<file path="src/rtl/nibble_serial_sub_pkg.sv">
// Shared types and constants for the nibble-serial subtractor.
package sub_pkg;

    localparam int NIBBLE_W = 4;

    typedef enum logic [1:0] {
        IDLE = 2'd0,
        RUN  = 2'd1,
        DONE = 2'd2
    } sub_state_t;

endpackage

</file>
<file path="src/rtl/nibble_serial_sub_if.sv">
// Operand/result handshake bundle for nibble_serial_sub.
interface nibble_serial_sub_if #(
    parameter int WIDTH = 32
);
    logic             valid_i;
    logic             ready_o;
    logic [WIDTH-1:0] a_i;
    logic [WIDTH-1:0] b_i;
    logic             valid_o;
    logic             ready_i;
    logic [WIDTH-1:0] diff_o;
    logic             borrow_o;
    logic             overflow_o;
    logic             zero_o;

    // The subtractor side.
    modport slave (
        input  valid_i, a_i, b_i, ready_i,
        output ready_o, valid_o, diff_o, borrow_o, overflow_o, zero_o
    );

    // The producer/consumer side.
    modport master (
        output valid_i, a_i, b_i, ready_i,
        input  ready_o, valid_o, diff_o, borrow_o, overflow_o, zero_o
    );
endinterface

</file>
<file path="src/rtl/nibble_serial_sub_sub4_slice.sv">
// Combinational 4-bit subtract slice: {carry_o, diff_o} = a + ~b + carry_i.
module sub4_slice
    import sub_pkg::*;
(
    input  logic [NIBBLE_W-1:0] a,
    input  logic [NIBBLE_W-1:0] b,
    input  logic                carry_i,
    output logic [NIBBLE_W-1:0] diff_o,
    output logic                carry_o
);

    // Widen by one bit so the carry out of the nibble is captured.
    assign {carry_o, diff_o} = {1'b0, a} + {1'b0, ~b} + {{NIBBLE_W{1'b0}}, carry_i};

endmodule

</file>
<file path="src/rtl/nibble_serial_sub.sv">
// Multi-cycle A - B, one nibble per clock, LSB nibble first, through a
// single shared sub4_slice. Result and flags are held until retired.
module nibble_serial_sub
    import sub_pkg::*;
#(
    parameter int WIDTH = 32
) (
    input  logic                clk_i,
    input  logic                rst_i,
    nibble_serial_sub_if.slave  bus
);

    localparam int N     = WIDTH / NIBBLE_W;
    localparam int CNT_W = (N > 1) ? $clog2(N) : 1;

    sub_state_t          state_q, state_d;
    logic [WIDTH-1:0]    a_q, b_q, res_q, res_full;
    logic                carry_q;
    logic [CNT_W-1:0]    cnt_q;
    logic [NIBBLE_W-1:0] a_nib, b_nib, d_nib;
    logic                c_out;
    logic                last_nib;
    logic [WIDTH-1:0]    diff_q;
    logic                borrow_q, overflow_q, zero_q;

    assign last_nib = (cnt_q == CNT_W'(N - 1));

    // Select the current operand nibbles by counter position.
    always_comb begin
        // NOTE: every always_comb output gets a default first so no path can infer a latch.
        a_nib = a_q[int'(cnt_q) * NIBBLE_W +: NIBBLE_W];
        b_nib = b_q[int'(cnt_q) * NIBBLE_W +: NIBBLE_W];
    end

    sub4_slice u_slice (
        .a       (a_nib),
        .b       (b_nib),
        .carry_i (carry_q),
        .diff_o  (d_nib),
        .carry_o (c_out)
    );

    // Result register with the nibble computed this cycle merged in.
    always_comb begin
        res_full = res_q;
        res_full[int'(cnt_q) * NIBBLE_W +: NIBBLE_W] = d_nib;
    end

    // Next-state decode.
    always_comb begin
        state_d = state_q;
        case (state_q)
            IDLE:    if (bus.valid_i) state_d = RUN;
            RUN:     if (last_nib)    state_d = DONE;
            DONE:    if (bus.ready_i) state_d = IDLE;
            default: state_d = IDLE;
        endcase
    end

    // State register.
    always_ff @(posedge clk_i or posedge rst_i) begin
        // NOTE: sequential state uses non-blocking assignments so all registers update together.
        if (rst_i) state_q <= IDLE;
        else       state_q <= state_d;
    end

    // Operand capture, nibble iteration and completion load.
    always_ff @(posedge clk_i or posedge rst_i) begin
        // NOTE: every register here is reset, including the datapath, so outputs are defined after reset.
        if (rst_i) begin
            a_q        <= '0;
            b_q        <= '0;
            res_q      <= '0;
            carry_q    <= 1'b0;
            cnt_q      <= '0;
            diff_q     <= '0;
            borrow_q   <= 1'b0;
            overflow_q <= 1'b0;
            zero_q     <= 1'b0;
        end else begin
            case (state_q)
                IDLE: begin
                    if (bus.valid_i) begin
                        a_q     <= bus.a_i;
                        b_q     <= bus.b_i;
                        carry_q <= 1'b1;   // two's complement: A + ~B + 1
                        cnt_q   <= '0;
                    end
                end
                RUN: begin
                    res_q   <= res_full;
                    carry_q <= c_out;
                    if (last_nib) begin
                        cnt_q      <= '0;
                        diff_q     <= res_full;
                        borrow_q   <= ~c_out;
                        overflow_q <= (a_q[WIDTH-1] ^ b_q[WIDTH-1]) &
                                      (res_full[WIDTH-1] ^ a_q[WIDTH-1]);
                        zero_q     <= (res_full == '0);
                    end else begin
                        cnt_q <= cnt_q + CNT_W'(1);
                    end
                end
                default: ;
            endcase
        end
    end

    // Handshake outputs are pure state decodes; result outputs are registered.
    assign bus.ready_o    = (state_q == IDLE);
    assign bus.valid_o    = (state_q == DONE);
    assign bus.diff_o     = diff_q;
    assign bus.borrow_o   = borrow_q;
    assign bus.overflow_o = overflow_q;
    assign bus.zero_o     = zero_q;

endmodule

</file>
<file path="src/flat_wrapper.sv">
// flat-port wrapper written by rule: the top's interface ports become plain ports
module nibble_serial_sub_flat import sub_pkg::*;
#(
    parameter int WIDTH = 32
)
  (clk_i, rst_i, bus_valid_i, bus_a_i, bus_b_i, bus_ready_i, bus_ready_o, bus_valid_o, bus_diff_o, bus_borrow_o, bus_overflow_o, bus_zero_o);
  nibble_serial_sub_if #(.WIDTH(WIDTH)) bus_i ();
  input  logic clk_i;
  input  logic rst_i;
  input wire logic [$bits(bus_i.valid_i)-1:0] bus_valid_i;
  input wire logic [$bits(bus_i.a_i)-1:0] bus_a_i;
  input wire logic [$bits(bus_i.b_i)-1:0] bus_b_i;
  input wire logic [$bits(bus_i.ready_i)-1:0] bus_ready_i;
  output wire logic [$bits(bus_i.ready_o)-1:0] bus_ready_o;
  output wire logic [$bits(bus_i.valid_o)-1:0] bus_valid_o;
  output wire logic [$bits(bus_i.diff_o)-1:0] bus_diff_o;
  output wire logic [$bits(bus_i.borrow_o)-1:0] bus_borrow_o;
  output wire logic [$bits(bus_i.overflow_o)-1:0] bus_overflow_o;
  output wire logic [$bits(bus_i.zero_o)-1:0] bus_zero_o;
  assign bus_i.valid_i = bus_valid_i;
  assign bus_i.a_i = bus_a_i;
  assign bus_i.b_i = bus_b_i;
  assign bus_i.ready_i = bus_ready_i;
  assign bus_ready_o = bus_i.ready_o;
  assign bus_valid_o = bus_i.valid_o;
  assign bus_diff_o = bus_i.diff_o;
  assign bus_borrow_o = bus_i.borrow_o;
  assign bus_overflow_o = bus_i.overflow_o;
  assign bus_zero_o = bus_i.zero_o;
  nibble_serial_sub #(.WIDTH(WIDTH)) u_core (.clk_i(clk_i), .rst_i(rst_i), .bus(bus_i));
endmodule
</file>
<file path="config.mk">
export PLATFORM = sky130hd
export DESIGN_NAME = nibble_serial_sub_flat
export DESIGN_NICKNAME = d
export VERILOG_FILES = /design/src/rtl/nibble_serial_sub_pkg.sv /design/src/rtl/nibble_serial_sub_if.sv /design/src/rtl/nibble_serial_sub_sub4_slice.sv /design/src/rtl/nibble_serial_sub.sv /design/src/flat_wrapper.sv
export SDC_FILE = /design/constraint.sdc
export NUM_CORES = 1
export LEC_CHECK = 0
export BUFFER_PORTS_ARGS = -buffer_cell sky130_fd_sc_hd__buf_2
export CORE_UTILIZATION = 40
export DETAILED_ROUTE_END_ITERATION = 8
export PLACE_DENSITY_LB_ADDON = 0.3
export SYNTH_ARGS = -nofsm -noshare
export SYNTH_HDL_FRONTEND = slang
export SYNTH_SLANG_ARGS = --single-unit
</file>
<file path="constraint.sdc">
create_clock -name clk_i -period 3.81 [get_ports clk_i]
set_clock_uncertainty 0.05 [all_clocks]
set_input_delay 0 -clock clk_i [delete_from_list [all_inputs] [get_ports clk_i]]
set_output_delay 0 -clock clk_i [all_outputs]
set_load 0.02 [all_outputs]
</file>
==> summary.md <==
| Metric | Value |
|---|---|
| Status | `complete, no violations` |
| Worst path arrival time | `between 3 and 4 ns` |
| Synth Area in XOR/XNOR | `0.2655%` |
| Yosys warns | `0` |
| Clk Tree Root Cell | `clkbuf_16` |
| Min cycle time layout | `around 3.5 ns` |
| Area grow syn2layout | `31.19%` |
| Total Neg Setup Slack | `0 ns` |
| Final hold violation count | `0` |
| Final net count | `938` |
| Drt via density | `about 5` |
| CP Buf/Inv Count | `2` |
| Area of the core | `approximately 16000 sq um` |
| Critical path's largest stage delay | `slightly below 0.6 ns` |
| DP Area | `approximately 7400 sq um` |
| Synth Area in Simple Gates | `21.33%` |
| Mapped Cells | `slightly below 700` |
| CTS Sinks | `roughly 140` |
| Leak | `around 0.0043 uW` |
| Final ANT Viol Nets | `0` |
| Cts bufs inserted | `17` |
| Worst Path Class, Setup | `reg -> reg` |
| Slew Limit Fails | `0` |
| Post-synthesis register bit count | `about 140` |
| Placed Instances | `988` |
| Synth top area share | `51.95%` |
| CTS tree | `done` |
| Synth area leaders | `dfrtp_1, nand2_1, mux4_2` |
| CTS Buffer Depth | `2` |
| Die area | `approximately 17000 sq um` |
| Post-synthesis mux area share | `between 10 and 15%` |
| Final Cycle Share | `between 90% and 100%` |
| Slowest CP cell | `dfrtp_1` |
| VDD IR max | `about 0.76 mV` |
| Initial Util | `between 40% and 50%` |
| Max cap viols | `0` |
| RSZ-0062 raised after global routing | `false` |
| P_sw | `~3500 uW` |
| Combinational family with the most area after synthesis | `simple AND/OR/NAND/NOR gates` |
| Synth area leader | `dfrtp_1` |
| Sequential share of power | `28.8%` |
| Clk Latency, worst-skew pair | `about 0.43 ns` |
| I/O pin count | `around 110` |
| Share of layout cells above drive strength 1 | `23.31%` |
| Comb pwr share | `50.3%` |
| DRC Markers | `0` |
| GRT Util Overall | `between 20% and 30%` |
| Row count | `46` |
| IO buf count | `roughly 100` |
| Initial antenna violation count | `0` |
| Post-Syn Area | `between 6000 and 7000 sq um` |
| Clk network pwr share | `a little over a fifth` |
| Final Cell Area | `~8700 sq um` |
| Detailed Routing Iterations Pass 1 | `6` |
| WL per Instance | `15.29 um` |
| Crit-path cells | `mux4_2, mux2i_1, fa_1, inv_1, fa_1, xnor2_1, buf_4, nor3_1, a21oi_1, and4_1, nand4_1, o31ai_2` |
| Sw Ratio | `42.09%` |
| Int Pwr | `between 4000 and 5000 uW` |
| Utilization after layout | `54.11%` |
| Fmax | `around 280 MHz` |
| Drt first-iter violations | `385` |
| Worst-path clk slew | `roughly 0.06 ns` |
| Synthesized area per cell | `about 9.5 sq um` |
| Relative slew slack | `between 20% and 30%` |
| H-tree Lvls | `4` |
| Cell family with most CP delay | `multiplexers` |
| Largest net degree at the start of global routing | `87` |
| Via count | `around 5.4k` |
| Final Setup Violations | `0` |
| CP most frequent cell | `fa_1` |
| Compound-Gate Fraction of Synth Area | `a little under a tenth` |
| Launching element type of the critical path | `flip-flop` |
| Least-Margin Pin Slew | `around 1.1 ns` |
| Final setup margin | `about 0.26 ns` |
| Pwr dens | `just under 1000 nW/um^2` |
| DP Wirelength | `around 11000 um` |
| Die Span Y | `130.4 um` |
| Synth Area in Adders | `under 10%` |
| Worst hold-check path type | `in -> reg` |
| Remaining global-route overflow | `0` |
| Pre-CTS setup slack | `between 0.2 and 0.3 ns` |
| Critical path fanouts, max | `14` |
| Routed WL | `16630 um` |
| Global placement routability congestion | `approximately 0.83` |
| Req. time, crit path | `around 4.1 ns` |
| Synth unique cells | `51` |
| First-pass GRT wire length | `about 27000 um` |
| Width of the chip | `130.4 um` |
| Vias in the first global route | `about 5.4k` |
| Syn nets | `roughly 770` |
| Crit path capture type | `flip-flop` |
| Finished Layout Cells | `1087` |
| Post-synthesis sequential area ratio | `~52%` |
| Diode count | `0` |
| Most used DFF post-synth | `dfrtp_1` |
| Synth async-reset ratio | `100.0%` |
| EDFF count, synth | `0` |
-- registers in the layout (all words and copies together) (netlist names) --
register,cells
u_core.res_q,32
u_core.carry_q,1
u_core.bus.borrow_o,1
u_core.cnt_q,3
u_core.a_q,32
u_core.state_q,2
u_core.bus.overflow_o,1
u_core.bus.zero_o,1
u_core.b_q,32
u_core.bus.diff_o,32
-- final timing paths --
path                                                   from                               end  slack (ns)  cells past startpoint
setup / recovery                u_core.cnt_q[1]$_DFFE_PP0P_     u_core.bus.zero_o$_DFFE_PP0P_        0.26                     12
hold / removal                                  bus_valid_i     u_core.state_q[0]$_DFFE_PP0P_         0.1                      3
setup reg to reg                u_core.cnt_q[1]$_DFFE_PP0P_     u_core.bus.zero_o$_DFFE_PP0P_        0.26                     12
hold reg to reg            u_core.bus.diff_o[2]$_DFFE_PP0P_  u_core.bus.diff_o[2]$_DFFE_PP0P_        0.42                      2
max in group asynchronous                             rst_i      u_core.res_q[15]$_DFFE_PP0P_        2.61                      4
min in group asynchronous                             rst_i      u_core.res_q[14]$_DFFE_PP0P_        0.22                      3
-- tightest hold or removal path: cells and delay by family --
family / cells / cell delay [ns]
AND/OR/NAND/NOR: 1 / 0.26
AO/OA/AOI/OAI: 1 / 0.17
buffers and inverters: 1 / 0.09
-- logic make-up after synthesis --
family	Yosys count
and+or+nand+nor	339
DFF	137
AOI/OAI and AO/OA	97
muxes	53
buffers and inverters	51
adders and majority gates	12
xor gates and xnor gates	2
-- power groups by stage --
stage / Clock, uW / Sequential, uW / Combinational, uW
after global placement: 0 / 2450 / 4060
after detailed placement: 0 / 2460 / 4140
after global routing: 1860 / 2500 / 4680
after CTS: 1790 / 2440 / 4220
final: 1760 / 2420 / 4240
after floorplan: 0 / 2450 / 2830
-- cell type report --
| type | instances | area, sq um |
|---|---|---|
| inverters | 10 | 42.54 |
| clock inverters | 11 | 167.7 |
| fillers | 1474 | 7343 |
| clock buffers | 21 | 470.5 |
| multi-input cells | 503 | 2953 |
| repair buffers | 189 | 1324 |
| well taps | 216 | 270.3 |
| flip-flops and latches | 137 | 3430 |
-- cells in the final DEF, fill, tap and decap left out, types with 4 or more instances in the layout --
cell type / netlist / routed
nand2_1: 264 / 262
ha_1: 10 / 10
o21ai_0: 51 / 51
nor2b_1: 5 / 5
a22oi_1: 5 / 5
mux2_2: 17 / 17
nand3_1: 4 / 4
buf_2: 8 / 104
mux4_2: 16 / 16
o31ai_1: 4 / 4
mux2i_1: 19 / 19
dfrtp_1: 137 / 136
buf_4: 0 / 19
nor3_1: 12 / 12
a21oi_1: 15 / 15
nand2b_1: 5 / 5
bufinv_16: 0 / 4
clkbuf_16: 0 / 17
dlygate4sd3_1: 0 / 66
inv_1: 9 / 8
nor2_1: 27 / 27
-- routing by layer --
layer | GRT usage (%) | vias to the layer above | wire (um)
met5 | 0 | - | 0
met4 | 6.829 | 0 | 229
met3 | 4.194 | 16 | 788
met2 | 34.86 | 158 | 7850
met1 | 28.47 | 2595 | 7757
li1 | - | 2662 | -
-- Yosys cell counts, drive strengths merged (3+ instances only) --
| cell | count |
|---|---|
| nor3 | 12 |
| mux2i | 19 |
| a21o | 3 |
| nand3 | 4 |
| dfrtp | 137 |
| ha | 10 |
| nor2 | 28 |
| inv | 10 |
| nand2b | 5 |
| and4 | 3 |
| buf | 14 |
| nand4 | 3 |
| mux4 | 16 |
| o31a | 3 |
| mux2 | 18 |
| o21ai | 51 |
| a211oi | 3 |
| a22oi | 5 |
| nor2b | 5 |
| nand2 | 264 |
| a32oi | 3 |
| o31ai | 5 |
| a31oi | 3 |
| a21oi | 15 |
| clkbuf | 27 |
-- through the flow --
step                total power [uW]  hold WS (ns)
detailed placement              6598        0.1419
finish                          8431       0.09875
global route                    9035        0.1490
floorplan                       5283       0.05544
global placement                6512        0.1422
CTS                             8443       0.09688
-- timing repair --
item,CTS,global route
resized for setup,0,0
endpoints found under the setup margin,0,1
setup buffers,0,1
endpoints found under the hold margin,149,0
hold buffers,66,0
Power figures use the tool's default switching activity.
